--- src/rtl/apb_mem_slave_if.sv ---
// APB3 bus bundle between the interconnect (master side) and the memory
// bridge (slave side). Clock and reset stay outside as plain ports.
interface apb_mem_slave_if #(
  parameter int APB_AW = 32,
  parameter int PDW    = 32
);
  logic [APB_AW-1:0] paddr;
  logic              psel;
  logic              penable;
  logic              pwrite;
  logic [PDW-1:0]    pwdata;
  logic [PDW-1:0]    prdata;
  logic              pready;
  logic              pslverr;

  modport master (
    output paddr, psel, penable, pwrite, pwdata,
    input  prdata, pready, pslverr
  );

  modport slave (
    input  paddr, psel, penable, pwrite, pwdata,
    output prdata, pready, pslverr
  );
endinterface

--- src/rtl/apb_mem_slave.sv ---
// APB3 slave front-end for a small scratch memory. Each APB access becomes a
// single ce/rden/wren request; the bridge waits for the memory's one-cycle
// ready pulse and returns data and status. Accesses outside the address
// window and requests the memory never answers complete with pslverr.
module apb_mem_slave #(
  parameter int                APB_AW    = 32,
  parameter int                PDW       = 32,
  parameter int                MEM_AW    = 8,
  parameter int                DW        = 8,
  parameter logic [APB_AW-1:0] BASE_ADDR = '0,
  parameter int                TIMEOUT   = 15
) (
  input  logic                 clk,
  input  logic                 rst_n,
  apb_mem_slave_if.slave       apb,
  output logic                 mem_ce,
  output logic                 mem_rden,
  output logic                 mem_wren,
  output logic [MEM_AW-1:0]    mem_addr,
  output logic [DW-1:0]        mem_wdata,
  input  logic [DW-1:0]        mem_rdata,
  input  logic                 mem_ready
);

  // Wide enough to hold TIMEOUT-1 without wrapping.
  localparam int CW = $clog2(TIMEOUT + 1);

  typedef enum logic [1:0] {
    IDLE,
    REQ,
    RESP
  } state_t;

  state_t          state;
  logic [CW-1:0]   count;
  logic            in_window;
  logic            unused_pwdata;

  // Only the low DW bits of pwdata reach the memory; the rest is ignored.
  assign unused_pwdata = ^apb.pwdata;

  // The window is the aligned 2**MEM_AW block starting at BASE_ADDR.
  assign in_window = (apb.paddr[APB_AW-1:MEM_AW] == BASE_ADDR[APB_AW-1:MEM_AW]);

  // Bridge FSM: every output is a register updated alongside the state.
  always_ff @(posedge clk or negedge rst_n) begin
    if (!rst_n) begin
      state       <= IDLE;
      count       <= '0;
      apb.prdata  <= '0;
      apb.pready  <= 1'b0;
      apb.pslverr <= 1'b0;
      mem_ce      <= 1'b0;
      mem_rden    <= 1'b0;
      mem_wren    <= 1'b0;
      mem_addr    <= '0;
      mem_wdata   <= '0;
    end else begin
      case (state)
        IDLE: begin
          apb.pready  <= 1'b0;
          apb.pslverr <= 1'b0;
          mem_ce      <= 1'b0;
          mem_rden    <= 1'b0;
          mem_wren    <= 1'b0;
          if (apb.psel && apb.penable) begin
            if (in_window) begin
              mem_addr   <= apb.paddr[MEM_AW-1:0];
              mem_wdata  <= apb.pwdata[DW-1:0];
              mem_ce     <= 1'b1;
              mem_rden   <= !apb.pwrite;
              mem_wren   <= apb.pwrite;
              count      <= '0;
              apb.prdata <= '0;
              state      <= REQ;
            end else begin
              apb.pready  <= 1'b1;
              apb.pslverr <= 1'b1;
              apb.prdata  <= '0;
              state       <= RESP;
            end
          end
        end

        REQ: begin
          count <= count + 1'b1;
          // A ready on the timeout edge still counts as a good completion.
          if (mem_ready) begin
            if (!mem_wren) begin
              apb.prdata <= PDW'(mem_rdata);
            end
            apb.pready  <= 1'b1;
            apb.pslverr <= 1'b0;
            mem_ce      <= 1'b0;
            mem_rden    <= 1'b0;
            mem_wren    <= 1'b0;
            state       <= RESP;
          end else if (count == CW'(TIMEOUT - 1)) begin
            apb.pready  <= 1'b1;
            apb.pslverr <= 1'b1;
            apb.prdata  <= '0;
            mem_ce      <= 1'b0;
            mem_rden    <= 1'b0;
            mem_wren    <= 1'b0;
            state       <= RESP;
          end else if (!apb.psel) begin
            // Master walked away mid-transfer: drop the request silently.
            mem_ce   <= 1'b0;
            mem_rden <= 1'b0;
            mem_wren <= 1'b0;
            state    <= IDLE;
          end
        end

        RESP: begin
          // The master samples pready on this edge; penable is still high,
          // so this cycle must not be taken as a new access.
          apb.pready  <= 1'b0;
          apb.pslverr <= 1'b0;
          state       <= IDLE;
        end

        default: begin
          state <= IDLE;
        end
      endcase
    end
  end

endmodule

--- src/flat_wrapper.sv ---
// flat-port wrapper written by rule: the top's interface ports become plain ports
module apb_mem_slave_flat 
#(
  parameter int                APB_AW    = 32,
  parameter int                PDW       = 32,
  parameter int                MEM_AW    = 8,
  parameter int                DW        = 8,
  parameter logic [APB_AW-1:0] BASE_ADDR = '0,
  parameter int                TIMEOUT   = 15
)
  (clk, rst_n, mem_ce, mem_rden, mem_wren, mem_addr, mem_wdata, mem_rdata, mem_ready, apb_paddr, apb_psel, apb_penable, apb_pwrite, apb_pwdata, apb_prdata, apb_pready, apb_pslverr);
  apb_mem_slave_if #(.APB_AW(APB_AW), .PDW(PDW)) apb_i ();
  input  logic clk;
  input  logic rst_n;
  output logic mem_ce;
  output logic mem_rden;
  output logic mem_wren;
  output logic [MEM_AW-1:0] mem_addr;
  output logic [DW-1:0] mem_wdata;
  input  logic [DW-1:0] mem_rdata;
  input  logic mem_ready;
  input wire logic [$bits(apb_i.paddr)-1:0] apb_paddr;
  input wire logic [$bits(apb_i.psel)-1:0] apb_psel;
  input wire logic [$bits(apb_i.penable)-1:0] apb_penable;
  input wire logic [$bits(apb_i.pwrite)-1:0] apb_pwrite;
  input wire logic [$bits(apb_i.pwdata)-1:0] apb_pwdata;
  output wire logic [$bits(apb_i.prdata)-1:0] apb_prdata;
  output wire logic [$bits(apb_i.pready)-1:0] apb_pready;
  output wire logic [$bits(apb_i.pslverr)-1:0] apb_pslverr;
  assign apb_i.paddr = apb_paddr;
  assign apb_i.psel = apb_psel;
  assign apb_i.penable = apb_penable;
  assign apb_i.pwrite = apb_pwrite;
  assign apb_i.pwdata = apb_pwdata;
  assign apb_prdata = apb_i.prdata;
  assign apb_pready = apb_i.pready;
  assign apb_pslverr = apb_i.pslverr;
  apb_mem_slave #(.APB_AW(APB_AW), .PDW(PDW), .MEM_AW(MEM_AW), .DW(DW), .BASE_ADDR(BASE_ADDR), .TIMEOUT(TIMEOUT)) u_core (.clk(clk), .rst_n(rst_n), .apb(apb_i), .mem_ce(mem_ce), .mem_rden(mem_rden), .mem_wren(mem_wren), .mem_addr(mem_addr), .mem_wdata(mem_wdata), .mem_rdata(mem_rdata), .mem_ready(mem_ready));
endmodule
--- config.mk ---
export PLATFORM = sky130hd
export DESIGN_NAME = apb_mem_slave_flat
export DESIGN_NICKNAME = d
export VERILOG_FILES = /design/src/rtl/apb_mem_slave_if.sv /design/src/rtl/apb_mem_slave.sv /design/src/flat_wrapper.sv
export SDC_FILE = /design/constraint.sdc
export NUM_CORES = 1
export LEC_CHECK = 0
export BUFFER_PORTS_ARGS = -buffer_cell sky130_fd_sc_hd__clkbuf_2
export CAP_MARGIN = 20
export CORE_MARGIN = 1
export CORE_UTILIZATION = 38
export DETAILED_ROUTE_END_ITERATION = 10
export PLACE_DENSITY = 0.81
export SETUP_SLACK_MARGIN = 0.02
export SLEW_MARGIN = 20
export SYNTH_ARGS = -nofsm -noshare
export SYNTH_HDL_FRONTEND = slang
export SYNTH_SLANG_ARGS = --single-unit
--- constraint.sdc ---
create_clock -name clk -period 2.03 [get_ports clk]
set_input_delay 0.203 -clock clk [delete_from_list [all_inputs] [get_ports clk]]
set_output_delay 0.203 -clock clk [all_outputs]
set_load 0.1 [all_outputs]
==> results.cfg, run 1 <==
[outcome]
status = complete, no violations

[placement]
buffer_ports.inserted = 82
routabilityCongestion = 0.8190
dp_hpwl_microns = 3031
dpl_cell_area_sq_mm = 0.002360

[routing]
drc = 0
detail-route-antenna-nets = 0
detail_route.wl_per_cell_microns = 11.98
drt-vias-per-instance = 4.675
firstDrtPassIters = 4
detailedRoute.firstIterationViolations = 65
dr_vias = 1552
totalWireLength_microns = 3978

[grt]
grt_start_max_net_pins = 36
initial_antenna_violation_count = 0
first_global_vias = 1381
grt_pass1_wl_microns = 6078
grt.total_usage_pct = 15.01
overflow = 0

[synth]
synthFlopType = sky130_fd_sc_hd__dfrtp_1
synth_compound_gate_area_share_pct = 9.736
ys_ff_latch = 35
synth-async-reset-ratio_pct = 100.0
yosys.cell_types.count = 38
synth-seq-area-share_pct = 45.13
synth_area_leaders = sky130_fd_sc_hd__dfrtp_1 45%, sky130_fd_sc_hd__buf_4 9.3%, sky130_fd_sc_hd__mux2_2 8.7%, sky130_fd_sc_hd__mux2_4 7.0%, sky130_fd_sc_hd__ha_1 3.2%
yosysTopAreaCell = sky130_fd_sc_hd__dfrtp_1
synth_edf_count = 0
synth_xor_xnor_area_share_pct = 0
synth.avg_cell_area_sq_um = 11.03
synth_adder_area_share_pct = 3.224
post_synth_and_or_nand_nor_area_fraction_pct = 13.22
combinational_family_with_the_most_area_after_synthesis = multiplexers
synthesis.area_sq_mm = 0.001941
ys_warn_count = 0
synth_top_area_share_pct = 45.13
synth.mux.area_fraction_pct = 15.67
synthesis.instances = 176

[die]
floorplan.die_area_sq_mm = 0.005396
die-height_microns = 73.46
start_util_pct = 40.29
ioPinCount = 131
fp.dieW_microns = 73.46
coreArea_sq_mm = 0.004817
std_cell_rows = 25

[timing]
rsz0062_at_grt = false
clock_skew_ns = 0.003992
final_hold_viol_count = 0
report.final.setup_viol = 0
fin_setup_tns_ns = 0
timing_max_transition_violations_final = 0
timing.slew.headroom_pct = 40.95
worst-slew-pin-transition_ns = 0.8857
layout_worst_path_cycle_share_pct = 91.69
final.hold.worst_slack_ns = 0.02622
max_freq_mhz = 537.3
timing.final.crit_period_ns = 1.861

[pwr]
ir_worst_vdd_mv = 0.3514
pwr_density_cell_mw_per_mm2 = 797.4
post-layout-total-power_mw = 1.961
power.leakage_nw = 1.365

[setup_path]
worst-endpoint-required_ns = 2.20
critPathLaunchType = flop
endpoint_kind = flop
crit_path_max_fanout = 8
criticalPathCategory = reg2reg
critPathArrivalTime_ns = 2.04

[finish]
area_growth_from_synthesis_to_final_layout_pct = 26.76
final_net_count = 347
design_area_sq_mm = 0.002460
final_layout_size_suffix_gt1_share_pct = 46.42
antennaDiodeCount = 0

[clock_network]
clock_path_buffers = 2
cts.clk_slew.worst_paths_ns = 0.07
cts_tree = built
postCtsSetupBuffers = 0
clock_latency_ns = 0.29
htree_num_levels = 2
post_cts_resize_count = 0
ctsRootBufferMaster = sky130_fd_sc_hd__clkbuf_8
cts.sink_count = 35
cts-buffers-inserted = 5
postCtsHoldBufs = 0

[worst_hold_path]
worstHoldPathType = in2async

[job]
max_cap_viol_count = 0
## layout make-up
class / count / area (sq um)
well taps: 67 / 83.83
clock buffers: 8 / 100.1
multi-input cells: 126 / 902.1
flip-flops and latches: 35 / 875.8
fillers: 475 / 2357
repair buffers: 88 / 467.9
inverters: 8 / 30.03
## sequential cells by signal, indices dropped and copies added (netlist names), 2 cells and up
name / count
u_core.state: 2
u_core.apb.prdata: 8
u_core.mem_addr: 8
u_core.mem_wdata: 8
u_core.count: 4
## kinds of logic (layout without fill, tap and decap cells)
group / Yosys count / in the layout
fa+ha+maj: 5 / 5
flops: 35 / 35
simple gates: 46 / 46
other cells: 1 / 24
buf+inv: 38 / 104
compound gates: 27 / 27
mux: 24 / 24
## path summary, 6_finish.rpt
| check | endpoint | from | cells after the start | slack, ns |
|---|---|---|---|---|
| setup / recovery | u_core.apb.prdata[2] | u_core.state[0] | 6 | 0.17 |
| hold / removal | u_core.apb.prdata[5] | rst_n | 1 | 0.03 |
| setup reg to reg | u_core.apb.prdata[2] | u_core.state[0] | 6 | 0.17 |
| hold reg to reg | u_core.mem_ce | u_core.mem_ce | 2 | 0.49 |
| max in group asynchronous | u_core.mem_addr[5] | rst_n | 1 | 1.45 |
| min in group clk | u_core.mem_rden | apb_pwrite | 2 | 0.13 |
## critical path, cell delays in order (launching register included)
cell                      delay, ns
sky130_fd_sc_hd__dfrtp_1       0.42
sky130_fd_sc_hd__inv_1         0.09
sky130_fd_sc_hd__ha_1          0.26
sky130_fd_sc_hd__nor2_1        0.11
sky130_fd_sc_hd__a31oi_1       0.14
sky130_fd_sc_hd__nand3_1       0.33
sky130_fd_sc_hd__mux2_2        0.39
## per-stage QoR
| stage | util, % | worst slack, ns | std cells |
|---|---|---|---|
| floorplan | - | 0.1146 | 199 |
| global placement | 48.99 | 0.1644 | 324 |
| detailed placement | 48.99 | 0.1302 | 324 |
| CTS | 51.06 | 0.1455 | 332 |
| global route | 51.06 | 0.02973 | 332 |
| finish | 51.06 | 0.1687 | 332 |
## power by group
group	internal, mW	leakage [nW]	total (mW)	switching (mW)
combinational	0.171	0.833	0.613	0.441
clock	0.310	0.0515	0.554	0.244
sequential	0.743	0.480	0.795	0.0521
## metal layers
layer	vias up	share of wire [%]	GRT usage, %
li1	754	-	-
met1	741	43	17.61
met2	54	51	26.30
met3	3	5.4	5.350
met4	0	0.58	3.205
met5	-	0	0
## synthesized netlist by cell type (all sizes together), types with 2 or more instances
cell type	n
buf	25
o41ai	2
nor4	6
o21ai	5
nand4	2
and3	8
nand3	4
clkbuf	5
a21oi	4
inv	7
dfrtp	35
a31oi	3
o211ai	4
mux2	24
nor2	5
ha	5
nand2	15
## cell usage in the layout, fill, tap and decap left out, types with 5 or more instances in the layout
| cell | n |
|---|---|
| sky130_fd_sc_hd__mux2_4 | 9 |
| sky130_fd_sc_hd__dfrtp_1 | 35 |
| sky130_fd_sc_hd__mux2_2 | 15 |
| sky130_fd_sc_hd__o21ai_0 | 5 |
| sky130_fd_sc_hd__inv_1 | 7 |
| sky130_fd_sc_hd__nor4_1 | 5 |
| sky130_fd_sc_hd__and3_1 | 8 |
| sky130_fd_sc_hd__clkbuf_2 | 82 |
| sky130_fd_sc_hd__nand2_1 | 15 |
| sky130_fd_sc_hd__buf_4 | 5 |
| sky130_fd_sc_hd__clkbuf_8 | 7 |
| sky130_fd_sc_hd__conb_1 | 24 |
| sky130_fd_sc_hd__ha_1 | 5 |
| sky130_fd_sc_hd__nor2_1 | 5 |
No activity file was read; power rests on OpenSTA's default activity.
==> run 2: changes to the inputs <==
CORE_UTILIZATION = 42   (was 38)
PLACE_DENSITY = 0.85   (was 0.81)
clock period = 2 ns   (was 2.03 ns; I/O delays follow)
==> results.cfg, run 2 (synthesized netlist as in run 1, its figures left out) <==
[outcome]
status = complete, no violations

[timing]
fin_setup_tns_ns = 0
final.hold.worst_slack_ns = 0.02594
worst-slew-pin-transition_ns = 0.8851
clock_skew_ns = 0.006761
timing.slew.headroom_pct = 40.99
timing_max_transition_violations_final = 0
final_hold_viol_count = 0
finalWorstSetupSlack_ns = 0.1541
timing.final.crit_period_ns = 1.846
layout_worst_path_cycle_share_pct = 92.29
report.final.setup_viol = 0
rsz0062_at_grt = false
max_freq_mhz = 541.7

[clock_network]
cts.sink_count = 35
postCtsHoldBufs = 0
postCtsSetupBuffers = 0
clock_path_buffers = 2
clock_latency_ns = 0.28
htree_num_levels = 2
ctsRootBufferMaster = sky130_fd_sc_hd__clkbuf_8
cts.clk_slew.worst_paths_ns = 0.07
cts_tree = built
cts-buffers-inserted = 5
post_cts_resize_count = 0

[setup_path]
crit_path_max_fanout = 17
timing.critical_path.slowest_cell_delay_ns = 0.42
critPathArrivalTime_ns = 2.02
crit_path_start = u_core.state[0]
endpoint_kind = flop
critPathSlowestCell = sky130_fd_sc_hd__dfrtp_1
timing.critical_path.max_delay_family = buffers and inverters
critPathLaunchType = flop
criticalPathCategory = reg2reg
r2r_start = u_core.state[0]
cell_chain_critical_path = inv_1 > ha_1 > clkinv_1 > nor3_4 > buf_12 > mux2_2
worst-path-buf-inv = 3
worst-endpoint-required_ns = 2.17

[placement]
dpl_cell_area_sq_mm = 0.002341
routabilityCongestion = 0.8010
post-place-ws_ns = 0.09925
dp_hpwl_microns = 2869
buffer_ports.inserted = 82

[die]
die-height_microns = 69.98
coreArea_sq_mm = 0.004384
start_util_pct = 44.26
fp.dieW_microns = 69.98
floorplan.die_area_sq_mm = 0.004897
ioPinCount = 131
std_cell_rows = 24

[grt]
first_global_vias = 1458
overflow = 0
grt_start_max_net_pins = 36
grt.total_usage_pct = 15.72
grt_pass1_wl_microns = 6223
initial_antenna_violation_count = 0

[routing]
drc = 0
detail_route.wl_per_cell_microns = 11.94
totalWireLength_microns = 3785
detail-route-antenna-nets = 0
drt-vias-per-instance = 4.918
firstDrtPassIters = 4
detailedRoute.firstIterationViolations = 37
dr_vias = 1559

[finish]
filler_cell_count = 393
design_area_sq_mm = 0.002479
final_net_count = 347
top_regs = u_core.apb.prdata (8), u_core.mem_addr (8), u_core.mem_wdata (8)
area_growth_from_synthesis_to_final_layout_pct = 27.72
mostFrequentLayoutCells = 82 x sky130_fd_sc_hd__clkbuf_2, 35 x sky130_fd_sc_hd__dfrtp_1, 24 x sky130_fd_sc_hd__conb_1
final_layout_size_suffix_gt1_share_pct = 46.79
mostFrequentLayoutCell = sky130_fd_sc_hd__clkbuf_2
antennaDiodeCount = 0

[job]
max_cap_viol_count = 0

[worst_hold_path]
worstHoldPathType = in2async

[pwr]
power.leakage_nw = 1.381
ir_worst_vdd_mv = 0.5461
pwr_density_cell_mw_per_mm2 = 882.7
post-layout-total-power_mw = 2.188
==> run 2: cell count changes in the layout (fill, tap and decap cells not counted), sizes merged <==
cell,before,now
bufinv,0,2
clkbuf,90,88
==> run 2: area by class of cell <==
class	count	area [sq um]	share of cell area (%)
inverter	8	30.03	1.212
tap	52	65.06	2.625
timing repair buffer	88	467.9	18.88
multi-input combinational	126	907.1	36.60
sequential	35	875.8	35.34
clock inverter	2	60.06	2.423
clock buffer	6	72.57	2.928
==> run 2: power by group <==
part           total [mW]  internal [mW]  switching, mW  leakage [nW]
clock network       0.752          0.498          0.253        0.0654
logic               0.631          0.176          0.455         0.836
registers           0.806          0.754         0.0519         0.480
total                2.19           1.43          0.760          1.38
==> run 2: final timing paths <==
kind | slack, ns | cells past startpoint | to
setup / recovery | 0.15 | 6 | u_core.mem_wdata[6]
setup reg to reg | 0.15 | 6 | u_core.mem_wdata[6]
min in group clk | 0.13 | 2 | u_core.mem_rden
max in group asynchronous | 1.43 | 1 | u_core.mem_addr[0]
hold reg to reg | 0.49 | 2 | u_core.mem_ce
hold / removal | 0.03 | 1 | u_core.apb.pready
==> run 2: metal layers <==
metal,share of wire (%),global-route usage [%],vias up,wire length [microns]
li1,-,-,756,-
met5,0,0,-,0
met4,1.0,4.222,0,38
met2,51,28.95,65,1934
met1,42,17.67,733,1577
met3,6.2,4.329,5,235
==> run 2: through the flow <==
stage               utilization [%]  cells
floorplan                         -    199
global placement              53.40    309
detailed placement            53.40    309
CTS                           56.42    317
global route                  56.54    317
finish                        56.54    317
